===== config.mk =====
export PLATFORM = sky130hd
export DESIGN_NAME = word_matcher
export DESIGN_NICKNAME = d
export VERILOG_FILES = /design/src/rtl/word_matcher_pkg.sv /design/src/rtl/char_lane_cmp.sv /design/src/rtl/word_matcher.sv
export SDC_FILE = /design/constraint.sdc
export NUM_CORES = 1
export LEC_CHECK = 0
export BUFFER_PORTS_ARGS = -buffer_cell sky130_fd_sc_hd__buf_2
export CAP_MARGIN = 20
export CORE_UTILIZATION = 32
export DETAILED_ROUTE_END_ITERATION = 12
export GPL_ROUTABILITY_DRIVEN = 0
export GPL_TIMING_DRIVEN = 0
export HOLD_SLACK_MARGIN = 0.03
export PLACE_DENSITY = 0.61
export SETUP_SLACK_MARGIN = 0.3
export SLEW_MARGIN = 20
export SYNTH_ARGS = -nofsm -noshare
export SYNTH_HDL_FRONTEND = slang
export SYNTH_SLANG_ARGS = --single-unit
export TNS_END_PERCENT = 1

===== constraint.sdc =====
create_clock -name sclk -period 6.8 [get_ports sclk]
set_input_delay 1.36 -clock sclk [delete_from_list [all_inputs] [get_ports sclk]]
set_output_delay 1.36 -clock sclk [all_outputs]
set_load 0.02 [all_outputs]

===== src/rtl/word_matcher_pkg.sv =====
// -----------------------------------------------------------------------------
// word_matcher_pkg
// Shared constants, the character type and a byte-slicing helper for the
// word_matcher streaming pattern-match engine.
//   CHAR_W      : width of one text character
//   MAX_WORD    : longest programmable word (one byte lane per character)
//   MAX_RESULTS : results reported per text before the engine goes quiet
// -----------------------------------------------------------------------------
package word_matcher_pkg;

    localparam int CHAR_W      = 8;
    localparam int MAX_WORD    = 8;
    localparam int MAX_RESULTS = 8;

    typedef logic [CHAR_W-1:0] char_t;

    // Byte i of a packed MAX_WORD-character register (i = 0 is the lowest byte).
    function automatic char_t lane_char(input logic [MAX_WORD*CHAR_W-1:0] vec,
                                        input int i);
        return vec[i*CHAR_W +: CHAR_W];
    endfunction

endpackage


===== src/rtl/char_lane_cmp.sv =====
// -----------------------------------------------------------------------------
// char_lane_cmp
// Masked compare of one text character against one word character.
//   ch      in  : candidate text character
//   pattern in  : programmed word character
//   mask    in  : 1 bits are compared, 0 bits are don't-care
//   match   out : 1 when every masked bit agrees
// -----------------------------------------------------------------------------
module char_lane_cmp
    import word_matcher_pkg::*;
(
    input  char_t ch,
    input  char_t pattern,
    input  char_t mask,
    output logic  match
);

    assign match = ((ch ^ pattern) & mask) == '0;

endmodule


===== src/rtl/word_matcher.sv =====
// -----------------------------------------------------------------------------
// word_matcher
// Streaming matcher: slides a window over the incoming character stream and
// reports the start index of every occurrence of the programmed word, one
// result per input beat, one cycle after the beat.
//
// Ports
//   sclk, rst_n          : clock, synchronous active-low reset
//   aresetn              : engine enable; low clears counters and drops output
//   word_size [7:0]      : word length L (only 1..MAX_WORD can ever match)
//   result_mask [7:0]    : ANDed onto every emitted result id
//   characters [63:0]    : byte i = word character i
//   masks [63:0]         : byte i = compare mask of word character i
//   s_axis_tvalid/tdata/tuser : text beat in, tuser = end-of-text
//   m_axis_tvalid/tdata  : result beat out
//   result_count [3:0]   : results emitted for the current text (saturating)
//
// Build option
//   WORD_MATCHER_OVERLAP_EN : when defined, overlapping occurrences are all
//   reported; otherwise a hit suppresses the next L-1 characters so matches
//   are non-overlapping, leftmost first.
// -----------------------------------------------------------------------------
module word_matcher #(
    parameter int MAX_WORD    = 8,
    parameter int MAX_RESULTS = 8
) (
    input  logic                  sclk,
    input  logic                  rst_n,
    input  logic                  aresetn,
    input  logic [7:0]            word_size,
    input  logic [7:0]            result_mask,
    input  logic [8*MAX_WORD-1:0] characters,
    input  logic [8*MAX_WORD-1:0] masks,
    input  logic                  s_axis_tvalid,
    input  logic [7:0]            s_axis_tdata,
    input  logic                  s_axis_tuser,
    output logic                  m_axis_tvalid,
    output logic [7:0]            m_axis_tdata,
    output logic [3:0]            result_count
);

    import word_matcher_pkg::*;

    localparam int IDX_W = $clog2(MAX_WORD);

    // ---------------------------------------------------------------------
    // State
    // ---------------------------------------------------------------------
    // Only the newest MAX_WORD-1 characters are kept: the candidate window
    // always includes the incoming character, so the oldest slot is never read.
    char_t            win_reg [MAX_WORD-1];
    logic [3:0]       fill_reg,  fill_next;
    logic [7:0]       pos_reg,   pos_next;
    logic [2:0]       skip_reg,  skip_next;
    logic [3:0]       count_reg, count_next;
    logic             valid_reg, valid_next;
    logic [7:0]       data_reg,  data_next;

    // ---------------------------------------------------------------------
    // Candidate window and per-lane compare
    // ---------------------------------------------------------------------
    char_t            cand [MAX_WORD];
    logic [IDX_W-1:0] last_idx;
    logic [MAX_WORD-1:0] lane_ok;

    logic data_beat;
    logic end_beat;
    logic len_ok, fill_ok, pos_ok, skip_ok, count_ok;
    logic hit;
    logic [7:0] result_id;

    assign data_beat = s_axis_tvalid && !s_axis_tuser;
    assign end_beat  = s_axis_tvalid &&  s_axis_tuser;

    // cand[0] is the character arriving now, cand[j] the one j beats ago.
    assign cand[0] = s_axis_tdata;

    genvar gi;
    generate
        for (gi = 1; gi < MAX_WORD; gi++) begin : g_cand
            assign cand[gi] = win_reg[gi-1];
        end
    endgenerate

    // Word character i lines up with cand[L-1-i]; only meaningful for
    // 1 <= L <= MAX_WORD, which len_ok enforces separately.
    assign last_idx = IDX_W'(word_size - 8'd1);

    generate
        for (gi = 0; gi < MAX_WORD; gi++) begin : g_lane
            logic [IDX_W-1:0] idx;
            char_t            sel;
            logic             eq;

            assign idx = last_idx - IDX_W'(gi);
            assign sel = cand[idx];

            char_lane_cmp u_cmp (
                .ch      (sel),
                .pattern (lane_char(characters, gi)),
                .mask    (lane_char(masks, gi)),
                .match   (eq)
            );

            // Lanes beyond the word length are don't-care.
            assign lane_ok[gi] = eq || (8'(gi) >= word_size);
        end
    endgenerate

    // ---------------------------------------------------------------------
    // Hit qualification
    // ---------------------------------------------------------------------
    assign len_ok   = (word_size != 8'd0) && (word_size <= 8'(MAX_WORD));
    assign fill_ok  = ({5'd0, fill_reg} + 9'd1) >= {1'b0, word_size};
    assign pos_ok   = (pos_reg != 8'hFF);
    assign skip_ok  = (skip_reg == 3'd0);
    assign count_ok = (count_reg < 4'(MAX_RESULTS));

    assign hit = data_beat && (&lane_ok) && len_ok && fill_ok &&
                 pos_ok && skip_ok && count_ok;

    // Start index of the occurrence ending at the current character.
    assign result_id = (pos_reg - word_size + 8'd1) & result_mask;

    // ---------------------------------------------------------------------
    // Next-state logic
    // ---------------------------------------------------------------------
    always_comb begin
        valid_next = 1'b0;
        data_next  = data_reg;
        fill_next  = fill_reg;
        pos_next   = pos_reg;
        skip_next  = skip_reg;
        count_next = count_reg;

        if (!aresetn || end_beat) begin
            fill_next  = '0;
            pos_next   = '0;
            skip_next  = '0;
            count_next = '0;
        end else if (data_beat) begin
            if (hit) begin
                valid_next = 1'b1;
                data_next  = result_id;
                count_next = count_reg + 4'd1;
            end

            if (fill_reg != 4'(MAX_WORD)) begin
                fill_next = fill_reg + 4'd1;
            end
            if (pos_reg != 8'hFF) begin
                pos_next = pos_reg + 8'd1;
            end

`ifdef WORD_MATCHER_OVERLAP_EN
            skip_next = '0;
`else
            // A hit holds off the next L-1 characters so the following match
            // cannot share characters with this one.
            if (hit) begin
                skip_next = last_idx;
            end else if (skip_reg != 3'd0) begin
                skip_next = skip_reg - 3'd1;
            end
`endif
        end
    end

    // ---------------------------------------------------------------------
    // Registers
    // ---------------------------------------------------------------------
    always_ff @(posedge sclk) begin
        if (!rst_n) begin
            valid_reg <= 1'b0;
            data_reg  <= '0;
            fill_reg  <= '0;
            pos_reg   <= '0;
            skip_reg  <= '0;
            count_reg <= '0;
        end else begin
            valid_reg <= valid_next;
            data_reg  <= data_next;
            fill_reg  <= fill_next;
            pos_reg   <= pos_next;
            skip_reg  <= skip_next;
            count_reg <= count_next;
        end
    end

    // Window contents need no reset; fill decides which slots are valid.
    always_ff @(posedge sclk) begin
        if (rst_n && aresetn && data_beat) begin
            win_reg[0] <= s_axis_tdata;
            for (int j = 1; j < MAX_WORD-1; j++) begin
                win_reg[j] <= win_reg[j-1];
            end
        end
    end

    assign m_axis_tvalid = valid_reg;
    assign m_axis_tdata  = data_reg;
    assign result_count  = count_reg;

endmodule


==> out/qor.yml <==
critical_path_class: "input pin to flop"
htreeDepth: 3
synth_nets: 849
numPortBuffers: 168
postPlaceCellArea_um2: 9040
max-vdd-ir-drop_v: 0.0000863
dpl.hpwl_um: 20400
syn-cell-area_um2: 7750
synth-edff-count: 56
hold_viol: 0
critPathBufInv: 11
cpPeakStageDelay_ns: 0.51
drt-initial-drc-count: 757
ys_ff_latch: 84
largest_reg_flops: 56
ctsHoldBuffers: 0
via_per_inst: 5.50
cp_common_cell: "buf_6"
grt_pass1_wl_um: 37800
rows: 56
layout_commonest_cell: "buf_2"
whs_ns: 0.475
clk_pin_slew_ns: 0.07
drc: 0
via_count: 6435
cp_slowest_cell: "mux4_4"
worst_slew_pin_slew_ns: 0.955
path_delay_family: "buffers and inverters"
overflow: 0
slew_violations: 0
avgSynthCellArea_um2: 11.7
die_h_um: 158
clk_latency_ns: 0.35
cts_tree: "done"
synthCells: 663
grt_max_degree: 29
antenna_found_initial: 0
total_power_w: 0.00157
ant_nets: 0
wirelength_um: 25500
cts-buffers-inserted: 9
finalClockSkew_ns: 0.0163
status: "completed"
cp_max_fo: 10
post-route-period-util_pct: 90.1
grtUsageTotal_pct: 21.0
powerDensity_nw_per_um2: 167
fillerInstances: 2315
cts.sinks: 84
nets: 1030
required_ns: 7.09
min_path_type: "flop to flop"
period_minus_slack_ns: 6.13
yosysUniqueCellTypes: 62
placeableCoreArea_um2: 23600
synth-main-ff-cell: "edfxtp_1"
die_x_um: 158
drive_gt1_share_pct: 32.5
clock_path_buffers: 2
yosysWarnings: 0
final_cell_mix: "buf_2, mux2i_1, edfxtp_1"
drv_cap: 0
ioPinCount: 170
first_global_vias: 6146
initial_core_util_pct: 32.8
ys_seq_area_share_pct: 28.9
endpoint_kind: "flop"
arrival_ns: 6.41
async_reset_ff_share_pct: 0
wl_per_cell_um: 21.8
cts_root_buf: "clkbuf_16"
dr.pass1.iters: 7
rsz0062_at_grt: "false"
setup_viol: 0
crit_path_cell_trace: "buf_2, buf_6, clkbuf_4, buf_6, inv_1, ha_1, buf_6, buf_12, buf_12, buf_4, buf_4, mux4_4, mux2i_2, xnor2_1, a22oi_1, nand4_1, a22oi_2, nand4_2, buf_6, or4_1, a21boi_1"
slew_headroom_pct: 36.3
leakage_nw: 3.88
area.growth.synth_to_final_pct: 21.3
max_freq_ghz: 0.163
start_kind: "input pin"
dieArea_um2: 24800
stdcell_area_um2: 9400
==> per-stage QoR <==
step	TNS, ns	cells	util (%)	worst slack (ns)
final	0	1169	39.8	0.674
after global routing	0	1168	39.8	0.304
after CTS	0	1168	39.7	0.342
after detailed placement	-7.42	1152	38.3	-0.750
after global placement	-11.95	1150	38.1	-1.03
after floorplan	0	663	-	1.30
==> per-layer routing <==
layer | GRT usage [%] | vias to the layer above | wire length, µm
met5 | 0 | - | 0
met4 | 4.16 | 0 | 318
met3 | 6.05 | 23 | 2550
met2 | 33.1 | 343 | 11400
met1 | 28.7 | 3090 | 11200
li1 | - | 2979 | -
==> cell families (layout without fill, tap and decap cells) <==
| kind of cell | after synthesis | after routing | share of synthesized area (%) |
|---|---|---|---|
| multiplexers | 160 | 160 | 32.6 |
| other | 0 | 1 | 0 |
| AND/OR/NAND/NOR | 146 | 146 | 9.98 |
| AO/OA/AOI/OAI | 109 | 109 | 9.79 |
| flip-flops | 84 | 84 | 28.9 |
| XOR/XNOR | 80 | 80 | 9.40 |
| adder cells (fa/ha/maj) | 29 | 29 | 4.78 |
| buffers and inverters | 55 | 241 | 4.55 |
==> synthesized netlist by cell type (6+ instances only) <==
cell type	count	share of area (%)
and3_1	6	0.48
o21ai_0	26	1.7
nor3_1	7	0.45
mux4_2	49	14
nand3_1	10	0.65
inv_1	19	0.92
nand4_1	6	0.48
ha_1	28	4.5
dfxtp_1	28	7.2
xnor2_1	51	5.8
edfxtp_1	56	22
a221oi_1	6	0.68
a22oi_1	28	2.7
buf_2	11	0.71
nor2_1	22	1.1
xor2_1	27	3.1
nand2_1	42	2.0
buf_6	7	1.0
a21oi_1	12	0.78
mux4_1	18	6.1
nand2b_1	21	1.7
mux2i_1	92	12
a21o_1	6	0.58
clkbuf_1	7	0.34
or4_1	10	0.97
a21boi_1	8	0.78
==> power by group <==
part	internal, W	switching, W
registers	0.000546	0.00000674
clock network	0.000272	0.000222
logic	0.000251	0.000276
==> cell type report <==
| class | instances | area (µm²) | area share, % |
|---|---|---|---|
| multi-input combinational | 524 | 5210 | 55.4 |
| sequential | 84 | 2240 | 23.9 |
| timing repair buffer | 170 | 881 | 9.37 |
| tap | 319 | 399 | 4.25 |
| buffer | 36 | 303 | 3.22 |
| clock buffer | 10 | 250 | 2.66 |
| inverter | 19 | 71.3 | 0.759 |
| clock inverter | 6 | 45.0 | 0.479 |
| antenna | 1 | 2.50 | 0.0266 |
==> path summary, 6_finish.rpt <==
path                                        end  slack [ns]             from  depth (start not counted)
worst max-delay path            m_axis_tdata[4]        0.67     word_size[0]                         21
worst min-delay path            m_axis_tdata[4]        0.48  m_axis_tdata[4]                          2
worst max register to register  m_axis_tdata[4]        2.98    win_reg[5][2]                          9
worst min register to register  m_axis_tdata[4]        0.48  m_axis_tdata[4]                          2
==> worst register-to-register path: cells and delay by family, from the launching register on <==
kind / cells / cell delay [ns]
DFF: 1 / 0.52
muxes: 2 / 0.72
buffers and inverters: 1 / 0.24
and+or+nand+nor: 2 / 1.23
AOI/OAI and AO/OA: 4 / 1.07
==> what timing repair did <==
| action | in CTS | in global routing |
|---|---|---|
| pin swaps | 0 | 1 |
| endpoints found under the hold margin | 0 | 0 |
| resized for setup | 6 | 11 |
| setup buffers | 0 | 0 |
| gates cloned | 0 | 0 |
| endpoints found under the setup margin | 15 | 12 |
Note: power is estimated with default switching activity, not from simulation.
